==> src/rtl/sar_pkg.sv <==
// +------------------------------------------------------------------+
// | sar_pkg : shared types and defaults for the SAR search engine    |
// | Revision: 1.0                                                    |
// +------------------------------------------------------------------+
`default_nettype none

package sar_pkg;

   localparam int SAR_DEFAULT_WIDTH = 8;

   typedef enum logic [1:0] {
      IDLE   = 2'd0,
      SEARCH = 2'd1,
      DONE   = 2'd2
   } sar_state_t;

endpackage

`default_nettype wire

==> src/rtl/sar_search.sv <==
// +------------------------------------------------------------------+
// | sar_search : MSB-first successive-approximation search driving   |
// | an external comparator. Option macro: SAR_EARLY_EXIT_EN.          |
// | Revision: 1.0                                                    |
// +------------------------------------------------------------------+
`default_nettype none

module sar_search
   import sar_pkg::*;
#(
   parameter int WIDTH = SAR_DEFAULT_WIDTH
) (
   input  logic             clk,
   input  logic             rst,
   input  logic             start,
   output logic [WIDTH-1:0] trial,
   input  logic             gt,
   input  logic             lt,
   input  logic             eq,
   output logic             busy,
   output logic             done,
   output logic [WIDTH-1:0] result,
   output logic             flag_err
);

   localparam int               IW        = $clog2(WIDTH);
   localparam logic [IW-1:0]    c_IDX_MSB = IW'(WIDTH - 1);
   localparam logic [WIDTH-1:0] c_MSB_ONE = {1'b1, {(WIDTH-1){1'b0}}};

   sar_state_t       r_state;
   logic [WIDTH-1:0] r_trial;
   logic [WIDTH-1:0] r_result;
   logic [IW-1:0]    r_idx;
   logic             r_busy;
   logic             r_done;
   logic             r_err;

   logic             w_flags_ok;
   logic [WIDTH-1:0] w_decided;
   logic [WIDTH-1:0] w_next;

   // Only lt decides the bit; the one-hot check merely flags bad comparators.
   always_comb begin
      w_flags_ok = $onehot({gt, lt, eq});
      w_decided  = r_trial;
      if (lt)
         w_decided[r_idx] = 1'b0;
      w_next = w_decided;
      if (r_idx != '0)
         w_next[r_idx - 1'b1] = 1'b1;
   end

   always_ff @(posedge clk) begin
      if (rst) begin
         r_state  <= IDLE;
         r_trial  <= '0;
         r_result <= '0;
         r_idx    <= c_IDX_MSB;
         r_busy   <= 1'b0;
         r_done   <= 1'b0;
         r_err    <= 1'b0;
      end else begin
         case (r_state)
            IDLE: begin
               r_done <= 1'b0;
               if (start) begin
                  r_trial <= c_MSB_ONE;
                  r_idx   <= c_IDX_MSB;
                  r_err   <= 1'b0;
                  r_busy  <= 1'b1;
                  r_state <= SEARCH;
               end
            end
            SEARCH: begin
               if (!w_flags_ok)
                  r_err <= 1'b1;
`ifdef SAR_EARLY_EXIT_EN
               if (eq && w_flags_ok) begin
                  r_result <= r_trial;
                  r_busy   <= 1'b0;
                  r_done   <= 1'b1;
                  r_state  <= DONE;
               end else
`endif
               if (r_idx == '0) begin
                  r_trial  <= w_decided;
                  r_result <= w_decided;
                  r_busy   <= 1'b0;
                  r_done   <= 1'b1;
                  r_state  <= DONE;
               end else begin
                  r_trial <= w_next;
                  r_idx   <= r_idx - 1'b1;
               end
            end
            DONE: begin
               r_done  <= 1'b0;
               r_state <= IDLE;
            end
            default: r_state <= IDLE;
         endcase
      end
   end

   assign trial    = r_trial;
   assign result   = r_result;
   assign busy     = r_busy;
   assign done     = r_done;
   assign flag_err = r_err;

endmodule

`default_nettype wire

==> config.mk <==
export PLATFORM = sky130hd
export DESIGN_NAME = sar_search
export DESIGN_NICKNAME = d
export VERILOG_FILES = /design/src/rtl/sar_pkg.sv /design/src/rtl/sar_search.sv
export SDC_FILE = /design/constraint.sdc
export NUM_CORES = 1
export LEC_CHECK = 0
export BUFFER_PORTS_ARGS = -buffer_cell sky130_fd_sc_hd__clkbuf_2
export CAP_MARGIN = 0
export CORE_MARGIN = 1
export CORE_UTILIZATION = 50
export CTS_CLUSTER_SIZE = 14
export DETAILED_ROUTE_END_ITERATION = 10
export GPL_TIMING_DRIVEN = 0
export PLACE_DENSITY = 0.74
export SLEW_MARGIN = 20
export SYNTH_ARGS = -nofsm -noshare
export SYNTH_HDL_FRONTEND = slang
export SYNTH_SLANG_ARGS = --single-unit
==> constraint.sdc <==
create_clock -name clk -period 2 [get_ports clk]
set_input_delay 0.1 -clock clk [delete_from_list [all_inputs] [get_ports clk]]
set_output_delay 0.1 -clock clk [all_outputs]
set_load 0.03 [all_outputs]
Word-level counts from Yosys, hierarchy flattened
Cells that the tools add are included.
{ "op_classes": {"addsub": 3, "magnitude_cmp": 4, "eq_ne": 7, "n_mux": 23, "bitwise_logic": 3, "reduce_logical": 15} }
{ "op_table": {"columns": ["cell", "n"], "rows": [
  ["$mux 8", 4],
  ["$pmux 8 s2", 1],
  ["$reduce_and 3->1", 3],
  ["$and 8x8->8", 1],
  ["$lt 3x4->1 const B", 2],
  ["$ne 2x2->1 const B", 4],
  ["$not 8->8", 1],
  ["$or 8x8->8", 1],
  ["$reduce_and 2->1", 4],
  ["$mux 1", 7],
  ["$demux 1 s3", 2],
  ["$ge 3x1->1 const B", 2],
  ["$mux 3", 2],
  ["$pmux 1 s2", 3],
  ["$pmux 3 s2", 1],
  ["$eq 2x1->1 const B", 2],
  ["$mux 2", 2],
  ["$pmux 2 s2", 1],
  ["$reduce_bool 2->1", 2],
  ["$logic_not 3->1", 1],
  ["$reduce_bool 3->1", 1],
  ["$sub 3x1->3 const B", 1],
  ["$add 1x1->2", 1],
  ["$add 2x1->2", 1],
  ["other kinds (4)", 5]
]} }
{ "word_totals": {"regBits": 24, "input_bits": 6, "output_inout_bits": 19, "elab_cells": 62} }

Logic depth before layout (Yosys ltp)
Gate-level depths: netlist of the first run.
{ "depth": {"ltp_word": 11, "mapped_depth": 7, "depth_no_buf": 5} }

Worst setup path after synthesis of the first run
No wires, ideal clock.
{ "synth_timing": {"path_type": "register -> register", "from": "register r_idx[0]", "to": "register r_trial[1], in the netlist trial[1]", "setup_time_ps": 74, "t_arrival_ps": 1638, "required_time_ps": 1926, "path_slack_ps": 288, "stages_incl_launch_ff": 7, "synth_period_minus_slack_ps": 1712, "cell_sequence": "dfxtp_1 > clkbuf_1 > inv_1 > ha_1 > nor4bb_1 > o21ai_0 > a31oi_1"} }
{ "synth_between": {"elab_chain_len": 11} }
{ "synth_rtl": {"columns": ["element", "line_no", "source"], "rows": [
  ["start, declared", "sar_search.sv:33", "logic [IW-1:0] r_idx;"],
  ["start signal, assigned", "sar_search.sv:58", "r_idx <= c_IDX_MSB;"],
  ["start signal, assigned", "sar_search.sv:68", "r_idx <= c_IDX_MSB;"],
  ["start signal, assigned", "sar_search.sv:93", "r_idx <= r_idx - 1'b1;"],
  ["parallel branches: the longest is 9 deep, another holds $lt 3x4->1", null, null],
  ["$mux 8 (*)", "sar_search.sv:85", "if (r_idx == '0) begin"],
  ["$pmux 8 s2 (*)", "sar_search.sv:63", "case (r_state)"],
  ["end signal, assigned", "sar_search.sv:67", "r_trial <= c_MSB_ONE;"],
  ["end signal, assigned", "sar_search.sv:86", "r_trial <= w_decided;"],
  ["end signal, assigned", "sar_search.sv:92", "r_trial <= w_next;"],
  ["end, declared", "sar_search.sv:31", "logic [WIDTH-1:0] r_trial;"]
]} }
Mark *: on every way between the ends.
A chain may end at the register's enable or synchronous reset.

Worst setup path after layout of the first run
Same ends and word-level chain as after synthesis.

==> impl_metrics.ini, run 1 <==
[run_status]
outcome = finished, final reports clean

[floorplan]
io_pins = 25
die_w_microns = 50.8
dieArea_sq_mm = 0.00258
num_rows = 17
core_area_sq_mm = 0.00223
start_util = 0.533
die_h_microns = 50.8

[critical_path]
path_class = reg2reg
worstPathCellList = buf_2 -> inv_1 -> ha_2 -> nor4bb_2 -> o21ai_0 -> a31oi_1
crit_slowest_cell = dfxtp_2
critPathLaunchType = flop
cp_max_fo = 10
cp.required_ns = 2.26
cpPeakStageDelay_ns = 0.41
end_kind = flop
critPathArrivalTime_ns = 2.11

[cts]
cts-resized-gates = 1
insertion_delay_ns = 0.32
cts.path.max_buffers = 2
hold_buffers = 0
clkTransAtPathRegs_ns = 0.14
cts_max_level = 1
cts_tree = yes
cts_sinks = 24
cts-buffers-inserted = 3
post_cts_buffers = 0
clock-root-buffer = clkbuf_4

[synthesis]
synth_compound_gate_area_share = 0.193
synth_cells = 138
seq_area_frac_synth = 0.404
synth_top_family_by_area = simple AND/OR/NAND/NOR gates
synthMuxAreaShare = 0
syn_avg_cell_area_sq_um = 8.62
synth-simple-area-share = 0.299
synthesis.area_sq_mm = 0.00119
synth_warnings = 0
yosys_register_bits = 24
synth-main-ff-cell = dfxtp_1
synth_fa_ha_area_frac = 0.0379
async_flop_share = 0
ys_types = 35
synth_edf_count = 0
syn_nets = 147
synth_xor_area_frac = 0

[pwr]
leakagePower_uw = 0.000533
total_power_uw = 983
p_per_area_mw_per_mm2 = 695
peakVddDrop_v = 0.000501

[global_routing]
grt_max_degree = 15
grt_pass1_wl_microns = 5030
grt_usage = 0.263
antenna_found_initial = 0
grt_pass1_vias = 1149
globalRouteOverflowTotal = 0

[drt]
drc = 0
first_iter_violations = 38
ant_nets = 0
finalWirelength_microns = 2880
vias = 1163
firstDrtPassIters = 4
vias_per_cell = 5.99
wl_per_cell_microns = 14.9

[min_path]
hold_class = in2reg

[sta]
rsz0062_at_grt = false
max_freq_mhz = 539
worst_slew_pin_slew_ns = 0.701
slew_headroom = 0.532
worst_slack_ns = 0.145
setup_violations = 0
period_needed_ns = 1.86
final.period_utilization = 0.928
drv_slew = 0
skew_ns = 0.00323
hold_viol = 0

[cells_and_area]
antenna_cells = 0
area_growth_pct = 18.9
fillers = 203
final_common_cell = clkbuf_2
layout_common_cells = clkbuf_2, dfxtp_1, nand2_1
nNetsFinal = 176
layout-drive-gt1-share = 0.259

[place]
gp_congestion = 0.870
io_buffer_count = 24
place_ws_ns = -0.0721
dpl.hpwl_microns = 2020

[run]
drv_cap = 0
-- power breakdown --
group	switching [uW]	internal [uW]
sequential	12.6	491
clock	154	203
combinational	77.3	46.3
total	244	740
-- state kept, by name, indices dropped and copies added (netlist names) --
register	flops
flag_err	1
r_state	2
trial	8
done	1
result	8
busy	1
r_idx	3
-- metrics by stage --
step	util	hold slack (ns)	cells	cell area, sq um	TNS [ns]
CTS	0.626	0.00787	194	1400	0
finish	0.634	0.0235	194	1420	0
global placement	0.602	0.356	190	1350	-0.0291
global route	0.634	0.0459	194	1420	0
floorplan	-	0.172	138	1190	0
detailed placement	0.602	0.357	190	1350	-0.179
-- metal layers --
metal  wire [microns]  global-route usage  vias to the layer above  share of wire
met4               61               0.167                        0          0.021
met2             1350               0.433                       51           0.47
li1                 -                   -                      555              -
met3              165              0.0515                        7          0.057
met1             1300               0.309                      550           0.45
met5                0                   0                        -              0
-- kinds of logic (layout without fill, tap and decap cells) --
family                   after synthesis  in the layout
adder cells (fa/ha/maj)                3              3
AND/OR/NAND/NOR                       60             60
AO/OA/AOI/OAI                         37             37
flip-flops                            24             24
buffers and inverters                 14             42
-- critical path: cells and delay by family (launching register included) --
family | cells | cell delay [ns]
buffers and inverters | 2 | 0.32
and+or+nand+nor | 1 | 0.32
DFF | 1 | 0.41
AOI/OAI and AO/OA | 2 | 0.35
adders and majority gates | 1 | 0.39
-- cell type report --
type                            instances  area [sq um]  share of cell area
Sequential cell                        24           482               0.340
Tap cell                               28          35.0              0.0248
Clock inverter                          1          30.0              0.0212
Multi-Input combinational cell        100           646               0.456
Timing Repair Buffer                   24           120              0.0849
Clock buffer                            3          22.5              0.0159
Buffer                                  9          61.3              0.0433
Inverter                                5          18.8              0.0133
-- cells in the mapped netlist, drive strengths merged, types with 3 or more instances --
master	count	area (sq um)
clkbuf	3	11.3
dfxtp	24	480
o21ai	6	30.0
a31oi	7	43.8
inv	5	18.8
buf	6	48.8
a21o	3	22.5
nand4bb	4	45.0
nand2	21	78.8
nand4b	3	26.3
nor2	4	15.0
a21oi	13	65.1
nand3	14	70.1
-- worst paths after layout --
path / startpoint / endpoint / slack (ns) / depth (start not counted)
worst max register to register: r_idx[0] / trial[1] / 0.14 / 6
worst max-delay path: r_idx[0] / trial[1] / 0.14 / 6
worst min-delay path: rst / trial[7] / 0.02 / 2
worst min register to register: result[3] / result[3] / 0.46 / 2
(Power assumes the default switching activity.)
==> run 2: changes to the inputs <==
Settings changed: CORE_ASPECT_RATIO set to 0.7.
==> impl_metrics.ini, run 2 (synthesis gave the netlist of run 1 again) <==
[pwr]
p_seq_frac = 0.601
p_comb_frac = 0.145
p_per_area_mw_per_mm2 = 603
peakVddDrop_v = 0.000448
internal_power_uw = 607
pwr-share-clk = 0.253
swShare = 0.276
total_power_uw = 839
power_switching_uw = 231
leakagePower_uw = 0.000523

[floorplan]
start_util = 0.543
dieArea_sq_mm = 0.00258
core_area_sq_mm = 0.00219
io_pins = 25
die_h_microns = 42.8
die_w_microns = 60.3
num_rows = 14

[critical_path]
crit_family = flip-flops
cp.required_ns = 2.26
critPathLaunchType = flop
cpPeakStageDelay_ns = 0.41
worstPathCellList = clkbuf_4 -> inv_1 -> ha_1 -> nor4bb_2 -> o21ai_0 -> a31oi_1
path_class = reg2reg
cp_max_fo = 10
critPathArrivalTime_ns = 2.11
end_kind = flop
cp.depth = 6
reg2regPathDepth = 6
path_buf_inv = 2
crit_slowest_cell = dfxtp_2

[cells_and_area]
layout-drive-gt1-share = 0.248
final_util = 0.635
layout_common_cells = clkbuf_2, dfxtp_1, nand2_1
antenna_cells = 0
final_common_cell = clkbuf_2
nNetsFinal = 176
area_growth_pct = 16.8

[sta]
setup_violations = 0
hold_viol = 0
setup-tns-final_ns = 0
period_needed_ns = 1.85
max_freq_mhz = 541
skew_ns = 0.0124
slew_headroom = 0.546
drv_slew = 0
worst_slew_pin_slew_ns = 0.680
rsz0062_at_grt = false
final.period_utilization = 0.924

[global_routing]
grt_max_degree = 13
antenna_found_initial = 0
grt_usage = 0.241
grt_pass1_vias = 986
grt_use_met2 = 0.365
grtUsageMet1 = 0.345
grt_pass1_wl_microns = 4580
globalRouteOverflowTotal = 0
use_met3 = 0.0640
grt_most_used_layer = met2

[cts]
cts-buffers-inserted = 3
insertion_delay_ns = 0.32
clock-root-buffer = clkbuf_4
clkTransAtPathRegs_ns = 0.13
cts_tree = yes
cts.path.max_buffers = 2
cts_sinks = 24
cts_max_level = 1

[drt]
finalWirelength_microns = 2750
firstDrtPassIters = 4
drc = 0
vias_per_cell = 5.73
vias = 1129
ant_nets = 0
wl_per_cell_microns = 14.0
first_iter_violations = 67

[place]
dpl.hpwl_microns = 2000
io_buffer_count = 24
gp_congestion = 0.892

[run]
drv_cap = 0

[min_path]
worstHoldPathCells = 2
hold_class = in2reg

[run_status]
outcome = finished, final reports clean
-- run 2: area by class of cell --
type	instances	area, sq um
flip-flops and latches	24	482
plain buffers	9	63.8
multi-input cells	100	643
repair buffers	24	120
clock buffers	3	22.5
well taps	32	40.0
inverters	5	18.8
fillers	204	800
-- run 2: timing repair --
item | 4_1_cts | 5_1_grt
hold endpoints to repair | 0 | 0
hold buffers | 0 | 0
setup endpoints to repair | 5 | 4
gates resized for setup | 3 | 2
setup buffers | 0 | 0
-- run 2: power by group through the flow --
stage | Clock (uW) | Combinational, uW | Sequential [uW]
floorplan | 0 | 66.9 | 527
global placement | 0 | 117 | 514
detailed placement | 0 | 118 | 514
CTS | 215 | 120 | 503
global route | 239 | 133 | 507
finish | 212 | 122 | 504
-- run 2: routing by layer --
layer	up-vias	part of all wire
met5	-	0
met4	0	0.0047
met3	2	0.069
met2	44	0.44
met1	521	0.49
li1	562	-
-- run 2: path summary, 6_finish.rpt --
| path | endpoint | start | slack [ns] |
|---|---|---|---|
| hold reg to reg | result[3] | result[3] | 0.46 |
| setup reg to reg | trial[1] | r_idx[0] | 0.15 |
| hold / removal | trial[7] | rst | 0.03 |
| setup / recovery | trial[1] | r_idx[0] | 0.15 |
-- run 2: per-stage QoR --
step | hold WS (ns) | cell area (sq um) | cells | setup WS (ns)
2_1_floorplan | 0.172 | 1190 | 138 | 0.288
3_3_place_gp | 0.359 | 1350 | 194 | -0.167
3_5_place_dp | 0.365 | 1350 | 194 | -0.157
4_1_cts | 0.0238 | 1380 | 197 | 0.0301
5_1_grt | 0.0333 | 1390 | 197 | 0.0409
6_report | 0.0320 | 1390 | 197 | 0.151
-- run 2: worst reg2reg max path, cell delays in order, from the launching register on --
cell and delay [ns]:
dfxtp_2 0.41, clkbuf_4 0.22, inv_1 0.07, ha_1 0.41, nor4bb_2 0.35, o21ai_0 0.17
a31oi_1 0.17
